$ cat src/rtl/alu_result_framer.sv
`default_nettype none
// ============================================================================
// Module   : alu_result_framer
// Purpose  : Captures an ALU result and offers it to the UART TX one byte at a
//            time, LSB first. Define RESULT_TRIM_EN to skip leading zero bytes.
// Revision : 1.0
// ============================================================================
module alu_result_framer #(
    parameter int RESULT_WIDTH = 16
) (
    input  logic                    CLK,
    input  logic                    RST,
    input  logic [RESULT_WIDTH-1:0] ALU_OUT,
    input  logic                    OUT_VALID,
    input  logic                    TX_BUSY,
    output logic [7:0]              TX_P_DATA,
    output logic                    TX_D_VLD,
    output logic                    BUSY,
    output logic                    DROP
);

    localparam int NUM_BYTES = RESULT_WIDTH / 8;
    localparam int c_cnt_w   = $clog2(NUM_BYTES + 1);

    localparam logic [c_cnt_w-1:0] c_cnt_one = c_cnt_w'(1);
    localparam logic [c_cnt_w-1:0] c_cnt_all = c_cnt_w'(NUM_BYTES);

    localparam logic [1:0] c_s_idle = 2'd0;
    localparam logic [1:0] c_s_wait = 2'd1;
    localparam logic [1:0] c_s_send = 2'd2;

    generate
        if ((RESULT_WIDTH % 8) != 0 || RESULT_WIDTH < 8 || RESULT_WIDTH > 32) begin : g_bad_width
            $error("alu_result_framer: RESULT_WIDTH must be a multiple of 8 in 8..32");
        end
    endgenerate

    logic [1:0]              r_state;
    logic [1:0]              w_state_nxt;
    logic [RESULT_WIDTH-1:0] r_shadow;
    logic [c_cnt_w-1:0]      r_cnt;
    logic [c_cnt_w-1:0]      r_tot;
    logic [c_cnt_w-1:0]      w_tot_cap;
    logic [RESULT_WIDTH-1:0] w_shifted;
    logic [7:0]              w_cur_byte;

    logic [7:0]              r_tx_p_data;
    logic                    r_tx_d_vld;
    logic                    r_busy;
    logic                    r_drop;
    logic [7:0]              w_tx_p_data_nxt;
    logic                    w_tx_d_vld_nxt;
    logic                    w_busy_nxt;
    logic                    w_drop_nxt;

    logic                    w_capture;
    logic                    w_advance;

    assign w_capture = (r_state == c_s_idle) && OUT_VALID;
    assign w_advance = (r_state == c_s_send) && TX_BUSY;

    // Number of bytes to frame for the result being captured this cycle.
    always_comb begin
        w_tot_cap = c_cnt_all;
`ifdef RESULT_TRIM_EN
        w_tot_cap = c_cnt_one;
        for (int i = 1; i < NUM_BYTES; i++) begin
            if (ALU_OUT[8*i +: 8] != 8'h00) begin
                w_tot_cap = c_cnt_w'(i + 1);
            end
        end
`endif
    end

    assign w_shifted  = r_shadow >> {r_cnt, 3'b000};
    assign w_cur_byte = w_shifted[7:0];

    always_ff @(posedge CLK or negedge RST) begin
        if (!RST) begin
            r_state <= c_s_idle;
        end else begin
            r_state <= w_state_nxt;
        end
    end

    always_comb begin
        w_state_nxt = r_state;
        case (r_state)
            c_s_idle: begin
                if (OUT_VALID) begin
                    w_state_nxt = c_s_wait;
                end
            end
            c_s_wait: begin
                // A busy TX (ours or a stale one) is always waited out here.
                if (!TX_BUSY) begin
                    w_state_nxt = (r_cnt == r_tot) ? c_s_idle : c_s_send;
                end
            end
            c_s_send: begin
                if (TX_BUSY) begin
                    w_state_nxt = c_s_wait;
                end
            end
            default: w_state_nxt = c_s_idle;
        endcase
    end

    always_ff @(posedge CLK or negedge RST) begin
        if (!RST) begin
            r_shadow <= '0;
            r_cnt    <= '0;
            r_tot    <= '0;
        end else if (w_capture) begin
            r_shadow <= ALU_OUT;
            r_cnt    <= '0;
            r_tot    <= w_tot_cap;
        end else if (w_advance) begin
            r_cnt    <= r_cnt + c_cnt_one;
        end
    end

    // Outputs are registered from the next state so they line up with it.
    always_comb begin
        w_tx_d_vld_nxt  = (w_state_nxt == c_s_send);
        w_tx_p_data_nxt = r_tx_p_data;
        if (w_state_nxt == c_s_send) begin
            w_tx_p_data_nxt = w_cur_byte;
        end
        w_busy_nxt = (w_state_nxt != c_s_idle);
        w_drop_nxt = OUT_VALID && (r_state != c_s_idle);
    end

    always_ff @(posedge CLK or negedge RST) begin
        if (!RST) begin
            r_tx_p_data <= 8'h00;
            r_tx_d_vld  <= 1'b0;
            r_busy      <= 1'b0;
            r_drop      <= 1'b0;
        end else begin
            r_tx_p_data <= w_tx_p_data_nxt;
            r_tx_d_vld  <= w_tx_d_vld_nxt;
            r_busy      <= w_busy_nxt;
            r_drop      <= w_drop_nxt;
        end
    end

    assign TX_P_DATA = r_tx_p_data;
    assign TX_D_VLD  = r_tx_d_vld;
    assign BUSY      = r_busy;
    assign DROP      = r_drop;

endmodule
`default_nettype wire

$ cat config.mk
export PLATFORM = sky130hd
export DESIGN_NAME = alu_result_framer
export DESIGN_NICKNAME = d
export VERILOG_FILES = /design/src/rtl/alu_result_framer.sv
export SDC_FILE = /design/constraint.sdc
export NUM_CORES = 1
export LEC_CHECK = 0
export CAP_MARGIN = 20
export CORE_MARGIN = 8
export CORE_UTILIZATION = 48
export CTS_CLUSTER_SIZE = 30
export DETAILED_ROUTE_END_ITERATION = 12
export HOLD_SLACK_MARGIN = 0.08
export PLACE_DENSITY_LB_ADDON = 0.1
export SETUP_SLACK_MARGIN = 0.3
export SLEW_MARGIN = 5
export SYNTH_ARGS = -nofsm -noshare
export SYNTH_HDL_FRONTEND = slang
export SYNTH_SLANG_ARGS = --single-unit
$ cat constraint.sdc
create_clock -name CLK -period 4.3 [get_ports CLK]
set_input_delay 1.075 -clock CLK [delete_from_list [all_inputs] [get_ports CLK]]
set_output_delay 1.075 -clock CLK [all_outputs]
set_load 0.05 [all_outputs]
==> summary.md, run 1 <==
| Metric | Value |
|---|---|
| Result of the run | completed |
| Crit path buffers/inverters | 1 |
| Critical path class | flop to output port |
| Number of search-and-repair iterations in the first detailed-routing pass | 4 |
| Post-route minimum period | 2.594 ns |
| Clock buffers created by TritonCTS | 5 |
| Later-pin clock latency in the skew report | 0.32 ns |
| Number of max-slew violations in the final report | 0 |
| End point of the most critical hold path | r_shadow[4]$_DFFE_PN0P_ |
| Arrival time of the worst setup path | 1.52 ns |
| Routability-driven placement congestion ratio | 0.7110 |
| Clock Sink Count | 32 |
| Post-synthesis instance area | 1421 um2 |
| Via count of the first global-routing pass | 1059 |
| Worst hold path stage count | 1 |
| Fin Hold WS | 0.5116 ns |
| Layout overhead on the synthesized area | 25.18% |
| Final cell utilization of the core | 0.6397 |
| Placeable core area | 2781 um2 |
| Startpoint of the worst hold path | r_shadow[4]$_DFFE_PN0P_ |
| Crit path max-delay family | buffers and inverters |
| Ratio of cells with drive above 1 in the final layout | 0.2263 |
| Vias post-DR | 926 |
| Reg2reg start | r_state[1]$_DFF_PN0_ |
| Biggest fanout along the worst timing path | 2 |
| Largest net degree at the start of global routing | 33 |
| Worst hold-check path type | flop to flop |
| Clock Root Buffer | sky130_fd_sc_hd__clkbuf_4 |
| Cells on worst reg2reg path | 2 |
| Max-cap viol count | 0 |
| Unrepaired setup endpoints after global routing | no |
| DPL Wire Length | 2.009 mm |
| Pwr per Cell Area | 774.7 nW/um2 |
| Post-cts resize count | 0 |
| Final setup slack of the worst path | 1.706 ns |
| DRC violations left | 0 |
| Clock transition at path regs | 0.11 ns |
| Port Buffers | 30 |
| Relative slew margins | 0.4449 |
| Initial drt markers | 65 |
| Flip-flop and latch count after synthesis | 32 |
| Number of cell rows | 19 |
| Sequential element share of the synthesized area | 0.5634 |
| Slew of the pin with the lowest slew margin | 0.8317 ns |
| Worst Clk Skew | 0.01261 ns |
| Placed Area | 1718 um2 |
| Post-Syn Nets | 124 |
| Worst-path cell with the longest stage delay | sky130_fd_sc_hd__clkdlybuf4s50_1 |
| Setup slack, reg-to-reg | 2.46 ns |
| Wire length of the first global-routing pass | 4.968 mm |
| Worst Setup End Kind | output port |
| Cell area after layout | 1779 um2 |
| Post-CTS setup-driven buffer insertion count | 0 |
| Required time of the critical path | 3.22 ns |
| Buffers from clock root to sink, at most | 2 |
| Dpl cells | 160 |
| Number of ports placed on the die boundary | 31 |
| Antenna-violating nets left | 0 |
| ANT cells | 0 |
| Share of the clock period used by the worst path | 0.6032 |
| Level count of the clock H-tree | 2 |
| Multi-input logic area | 536.8 um2 |
| Final TNS setup | 0 ns |
| CTS tree | yes |
| Total routing resource utilization after global routing | 0.1228 |
| Delay of the slowest critical-path stage | 0.82 ns |
| Mapped Avg Cell Area | 13.67 um2 |
| Register area | 800.8 um2 |
| Worst slack, placed | 1.387 ns |
| Die ar. | 4958 um2 |
| Worst IR Drop VDD | 521.6 uV |
| Final non-filler cell total | 168 |
| Final net count | 156 |
| Number of antenna violations at the first check in global routing | 0 |
| Vias per cell | 5.512 |
| Count of distinct cell types in the synthesized netlist | 26 |
| Maximum frequency from static timing analysis | 385.6 MHz |
| Count of mapped cells out of synthesis | 104 |
| Residual overflow from global routing | 0 |
| Hold_buf cts | 0 |
| Warnings, synthesis | 0 |
| LEAKAGE | 0.7297 nW |
| Final setup violation count | 0 |
| Average wire per cell in the routed design | 16.67 um |
| Cells traversed along the worst timing path | clkdlybuf4s50_1 |
| Reg-to-reg endpoint | r_shadow[10]$_DFFE_PN0P_ |
| Number of hold violations in the final report | 0 |
| Width of the die | 70.42 um |
| Type of origin of the critical path | flop |
| Post-layout total power | 1.378 mW |
| Fill cell count | 232 |
| Total wirelength of the detailed-routed design | 2.801 mm |
| Initial Util | 0.5110 |
| Height of the chip | 70.42 um |
sequential cells by signal, indices dropped and copies added (netlist names):
register and count:
r_state 2, TX_P_DATA 8, r_shadow 16, DROP 1
BUSY 1, TX_D_VLD 1, r_cnt 2, r_tot 1
where the power goes:
group / total (mW) / internal (mW) / switching [mW] / leakage, nW
clock network: 0.176 / 0.0778 / 0.0979 / 0.0380
registers: 0.561 / 0.442 / 0.120 / 0.385
logic: 0.641 / 0.290 / 0.351 / 0.306
total: 1.38 / 0.810 / 0.569 / 0.730
placed cells by master, fill, tap and decap left out, types with 2 or more instances in the layout:
cell	Yosys	routed
sky130_fd_sc_hd__clkdlybuf4s50_1	0	30
sky130_fd_sc_hd__clkbuf_4	0	5
sky130_fd_sc_hd__inv_1	9	9
sky130_fd_sc_hd__o21ai_0	2	2
sky130_fd_sc_hd__o32ai_1	8	8
sky130_fd_sc_hd__mux2_2	17	17
sky130_fd_sc_hd__xnor2_1	2	2
sky130_fd_sc_hd__nand2_1	2	2
sky130_fd_sc_hd__dfrtp_1	32	32
sky130_fd_sc_hd__mux2i_1	9	9
sky130_fd_sc_hd__clkinv_2	0	2
sky130_fd_sc_hd__nor2_1	2	2
sky130_fd_sc_hd__nand2b_1	2	2
sky130_fd_sc_hd__o21a_1	2	2
metal layers:
metal / part of all wire / track usage / vias up
met5: 0 / 0 / -
met4: 0.010 / 0.05357 / 0
met3: 0.060 / 0.04944 / 6
met2: 0.51 / 0.2022 / 28
met1: 0.42 / 0.1355 / 456
li1: - / - / 436
cells in the mapped netlist:
cell,n,area share
sky130_fd_sc_hd__dfrtp_1,32,0.56
sky130_fd_sc_hd__mux2_2,17,0.13
sky130_fd_sc_hd__buf_2,1,0.0035
sky130_fd_sc_hd__o22ai_1,1,0.0044
sky130_fd_sc_hd__o21a_1,2,0.011
sky130_fd_sc_hd__a22o_1,1,0.0062
sky130_fd_sc_hd__nand2_1,2,0.0053
sky130_fd_sc_hd__buf_6,3,0.024
sky130_fd_sc_hd__o32ai_1,8,0.049
sky130_fd_sc_hd__or3b_2,1,0.0062
sky130_fd_sc_hd__buf_1,1,0.0026
sky130_fd_sc_hd__buf_4,1,0.0053
sky130_fd_sc_hd__nor2_1,2,0.0053
sky130_fd_sc_hd__nand2b_1,2,0.0088
sky130_fd_sc_hd__a311oi_4,1,0.018
sky130_fd_sc_hd__nor3b_4,1,0.013
sky130_fd_sc_hd__o21bai_1,1,0.0053
sky130_fd_sc_hd__or2_2,1,0.0044
sky130_fd_sc_hd__a22o_2,1,0.0070
sky130_fd_sc_hd__mux2i_1,9,0.063
sky130_fd_sc_hd__nor3b_1,1,0.0053
sky130_fd_sc_hd__xnor2_1,2,0.012
sky130_fd_sc_hd__or2_1,1,0.0044
sky130_fd_sc_hd__inv_1,9,0.024
sky130_fd_sc_hd__a311oi_1,1,0.0062
sky130_fd_sc_hd__o21ai_0,2,0.0070
how the worst max path moves through the flow:
stage | to | from | depth (start not counted)
after floorplan | r_shadow[10]$_DFFE_PN0P_ | OUT_VALID | 3
after CTS | TX_P_DATA[3] | TX_P_DATA[3]$_DFFE_PN0N_ | 1
final | TX_P_DATA[3] | TX_P_DATA[3]$_DFFE_PN0N_ | 1
after global placement | r_shadow[4]$_DFFE_PN0P_ | OUT_VALID | 3
after detailed placement | r_shadow[10]$_DFFE_PN0P_ | OUT_VALID | 3
after global routing | TX_P_DATA[3] | TX_P_DATA[3]$_DFFE_PN0N_ | 1
cell families after synthesis:
group / count (synthesis) / synth area share
flops: 32 / 0.5634
compound gates: 18 / 0.1144
xor+xnor: 2 / 0.01233
buf+inv: 15 / 0.05897
mux: 26 / 0.1981
simple gates: 11 / 0.05283
final cells by class:
type,instances,share of cell area
Sequential cell,32,0.4501
Multi-Input combinational cell,57,0.3017
Timing Repair Buffer,31,0.1730
Clock buffer,6,0.02883
Tap cell,31,0.02180
Inverter,9,0.01899
Clock inverter,2,0.005626
Note: power is estimated with default switching activity, not from simulation.
==> run 2: changes to the inputs <==
--- a/config.mk
+++ b/config.mk
@@ -7,7 +7,7 @@
 export LEC_CHECK = 0
 export CAP_MARGIN = 20
 export CORE_MARGIN = 8
-export CORE_UTILIZATION = 48
+export CORE_UTILIZATION = 44
 export CTS_CLUSTER_SIZE = 30
 export DETAILED_ROUTE_END_ITERATION = 12
 export HOLD_SLACK_MARGIN = 0.08
==> constraint.sdc (replaced) <==
create_clock -name CLK -period 2.35 [get_ports CLK]
set_input_delay 0.5875 -clock CLK [delete_from_list [all_inputs] [get_ports CLK]]
set_output_delay 0.5875 -clock CLK [all_outputs]
set_load 0.05 [all_outputs]
==> run 2 against run 1 <==
Non-clock buffer count up 2. Sequential power up 74%. Power up 79%. Combinational power up 83%. Final cell count up 8.9%. Critical path depth unchanged. First-iteration DRC count down 9.2%. Routed wire length down 0.71%. Highest routed layer unchanged.
==> summary.md, run 2 (same netlist as run 1, synthesis figures left out) <==
| Metric | Value |
|---|---|
| Post-CTS setup-driven buffer insertion count | 0 |
| Clock Sink Count | 32 |
| Multi-input logic area | 536.8 um2 |
| Clock transition at path regs | 0.10 ns |
| Type of origin of the critical path | flop |
| Most common cell after layout, fill and taps aside | sky130_fd_sc_hd__dfrtp_1 |
| Max-cap viol count | 0 |
| Placeable core area | 3053 um2 |
| Required time of the critical path | 1.76 ns |
| Port Buffers | 30 |
| Worst slack, placed | 0.2543 ns |
| Via count of the first global-routing pass | 1028 |
| Residual overflow from global routing | 0 |
| Initial drt markers | 59 |
| Routability-driven placement congestion ratio | 0.7451 |
| Cells on worst reg2reg path | 3 |
| Placed Area | 1749 um2 |
| Total routing resource utilization after global routing | 0.1201 |
| Largest net degree at the start of global routing | 33 |
| Reg with most FFs | r_shadow |
| Cell area after layout | 1797 um2 |
| Ratio of cells with drive above 1 in the final layout | 0.2374 |
| Reg2reg start | r_state[0]$_DFF_PN0_ |
| Reg-to-reg endpoint | TX_P_DATA[4]$_DFFE_PN0N_ |
| Number of ports placed on the die boundary | 31 |
| Worst setup path startpoint | TX_P_DATA[1]$_DFFE_PN0N_ |
| Die ar. | 5305 um2 |
| Hold_buf cts | 0 |
| Commonest cells after routing, fill and taps aside | sky130_fd_sc_hd__dfrtp_1, sky130_fd_sc_hd__clkdlybuf4s50_1, sky130_fd_sc_hd__mux2_2 |
| Worst hold path stage count | 1 |
| Number of hold violations in the final report | 0 |
| LEAKAGE | 0.7673 nW |
| Clock buffers created by TritonCTS | 5 |
| DRC violations left | 0 |
| Later-pin clock latency in the skew report | 0.33 ns |
| Largest register FFs | 16 |
| Crit path buffers/inverters | 1 |
| Cells traversed along the worst timing path | dlygate4sd2_1 |
| Worst-path cell with the longest stage delay | sky130_fd_sc_hd__dlygate4sd2_1 |
| Register area | 800.8 um2 |
| Level count of the clock H-tree | 2 |
| Maximum frequency from static timing analysis | 547.0 MHz |
| Antenna-violating nets left | 0 |
| Clock Root Buffer | sky130_fd_sc_hd__clkbuf_4 |
| Wire length of the first global-routing pass | 4.850 mm |
| Result of the run | completed |
| Unrepaired setup endpoints after global routing | no |
| Critical path class | flop to output port |
| Post-route minimum period | 1.828 ns |
| Fin Hold WS | 0.5127 ns |
| Pwr per Cell Area | 1377 nW/um2 |
| Number of search-and-repair iterations in the first detailed-routing pass | 4 |
| Startpoint of the worst hold path | r_shadow[13]$_DFFE_PN0P_ |
| CTS tree | yes |
| Crit path max-delay family | buffers and inverters |
| Buffers from clock root to sink, at most | 2 |
| Setup slack, reg-to-reg | 0.67 ns |
| Biggest fanout along the worst timing path | 2 |
| Worst Setup End Kind | output port |
| Average wire per cell in the routed design | 15.20 um |
| Final setup violation count | 0 |
| Worst Clk Skew | 0.01118 ns |
| Height of the chip | 72.84 um |
| ANT cells | 0 |
| Width of the die | 72.84 um |
| Final net count | 158 |
| Final TNS setup | 0 ns |
| DPL Wire Length | 1.914 mm |
| Layout overhead on the synthesized area | 26.41% |
| Slew of the pin with the lowest slew margin | 0.5188 ns |
| Worst IR Drop VDD | 544.7 uV |
| Arrival time of the worst setup path | 1.24 ns |
| Share of the clock period used by the worst path | 0.7780 |
| Worst hold-check path type | flop to flop |
| Initial Util | 0.4656 |
| Vias per cell | 5.060 |
| Number of max-slew violations in the final report | 0 |
| Final setup slack of the worst path | 0.5218 ns |
| Fill cell count | 263 |
| Relative slew margins | 0.6542 |
| Delay of the slowest critical-path stage | 0.54 ns |
| Total wirelength of the detailed-routed design | 2.781 mm |
| End point of the most critical hold path | r_shadow[13]$_DFFE_PN0P_ |
| Number of antenna violations at the first check in global routing | 0 |
| Vias post-DR | 926 |
| Number of cell rows | 20 |
## run 2: cell count changes in the layout (fill, tap and decap cells not counted), sizes merged
cell           delta
buf               +2
clkdlybuf4s50    -11
dlygate4sd2      +11
## run 2: metrics by stage
stage,power (mW),utilization,std cells
final,2.474,0.5885,183
after global routing,2.653,0.5885,183
after CTS,2.503,0.5885,183
after detailed placement,2.234,0.5730,175
after global placement,2.200,0.5730,175
after floorplan,1.899,-,104
## run 2: layout make-up
class                           count  area share
Tap cell                           44     0.03064
Multi-Input combinational cell     57      0.2987
Timing Repair Buffer               33      0.1720
Sequential cell                    32      0.4457
Clock inverter                      2    0.005571
Clock buffer                        6     0.02855
Inverter                            9     0.01880
## run 2: per-layer routing
metal / GRT usage / wire, um
met1: 0.1374 / 1281
met5: 0 / 0
met4: 0.08000 / 76
met2: 0.1839 / 1244
met3: 0.04258 / 179
## run 2: worst max-delay path by stage
stage                                to  slack [ns]  depth (start not counted)
4_1_cts                    TX_P_DATA[2]        0.49                          1
5_1_grt                    TX_P_DATA[3]        0.46                          1
6_report                   TX_P_DATA[1]        0.52                          1
2_1_floorplan  r_shadow[10]$_DFFE_PN0P_        0.80                          3
3_5_place_dp   r_shadow[11]$_DFFE_PN0P_        0.25                          4
3_3_place_gp    r_shadow[7]$_DFFE_PN0P_        0.31                          4
## run 2: repair_timing
| action | in CTS | in global routing |
|---|---|---|
| endpoints found under the setup margin | 11 | 0 |
| hold endpoints to repair | 0 | 0 |
| resized for setup | 11 | 0 |
## run 2: report_power, final
| group | internal (mW) | switching (mW) | total, mW |
|---|---|---|---|
| Clock | 0.142 | 0.187 | 0.329 |
| Sequential | 0.809 | 0.165 | 0.974 |
| Combinational | 0.486 | 0.684 | 1.17 |
| Total | 1.44 | 1.04 | 2.47 |
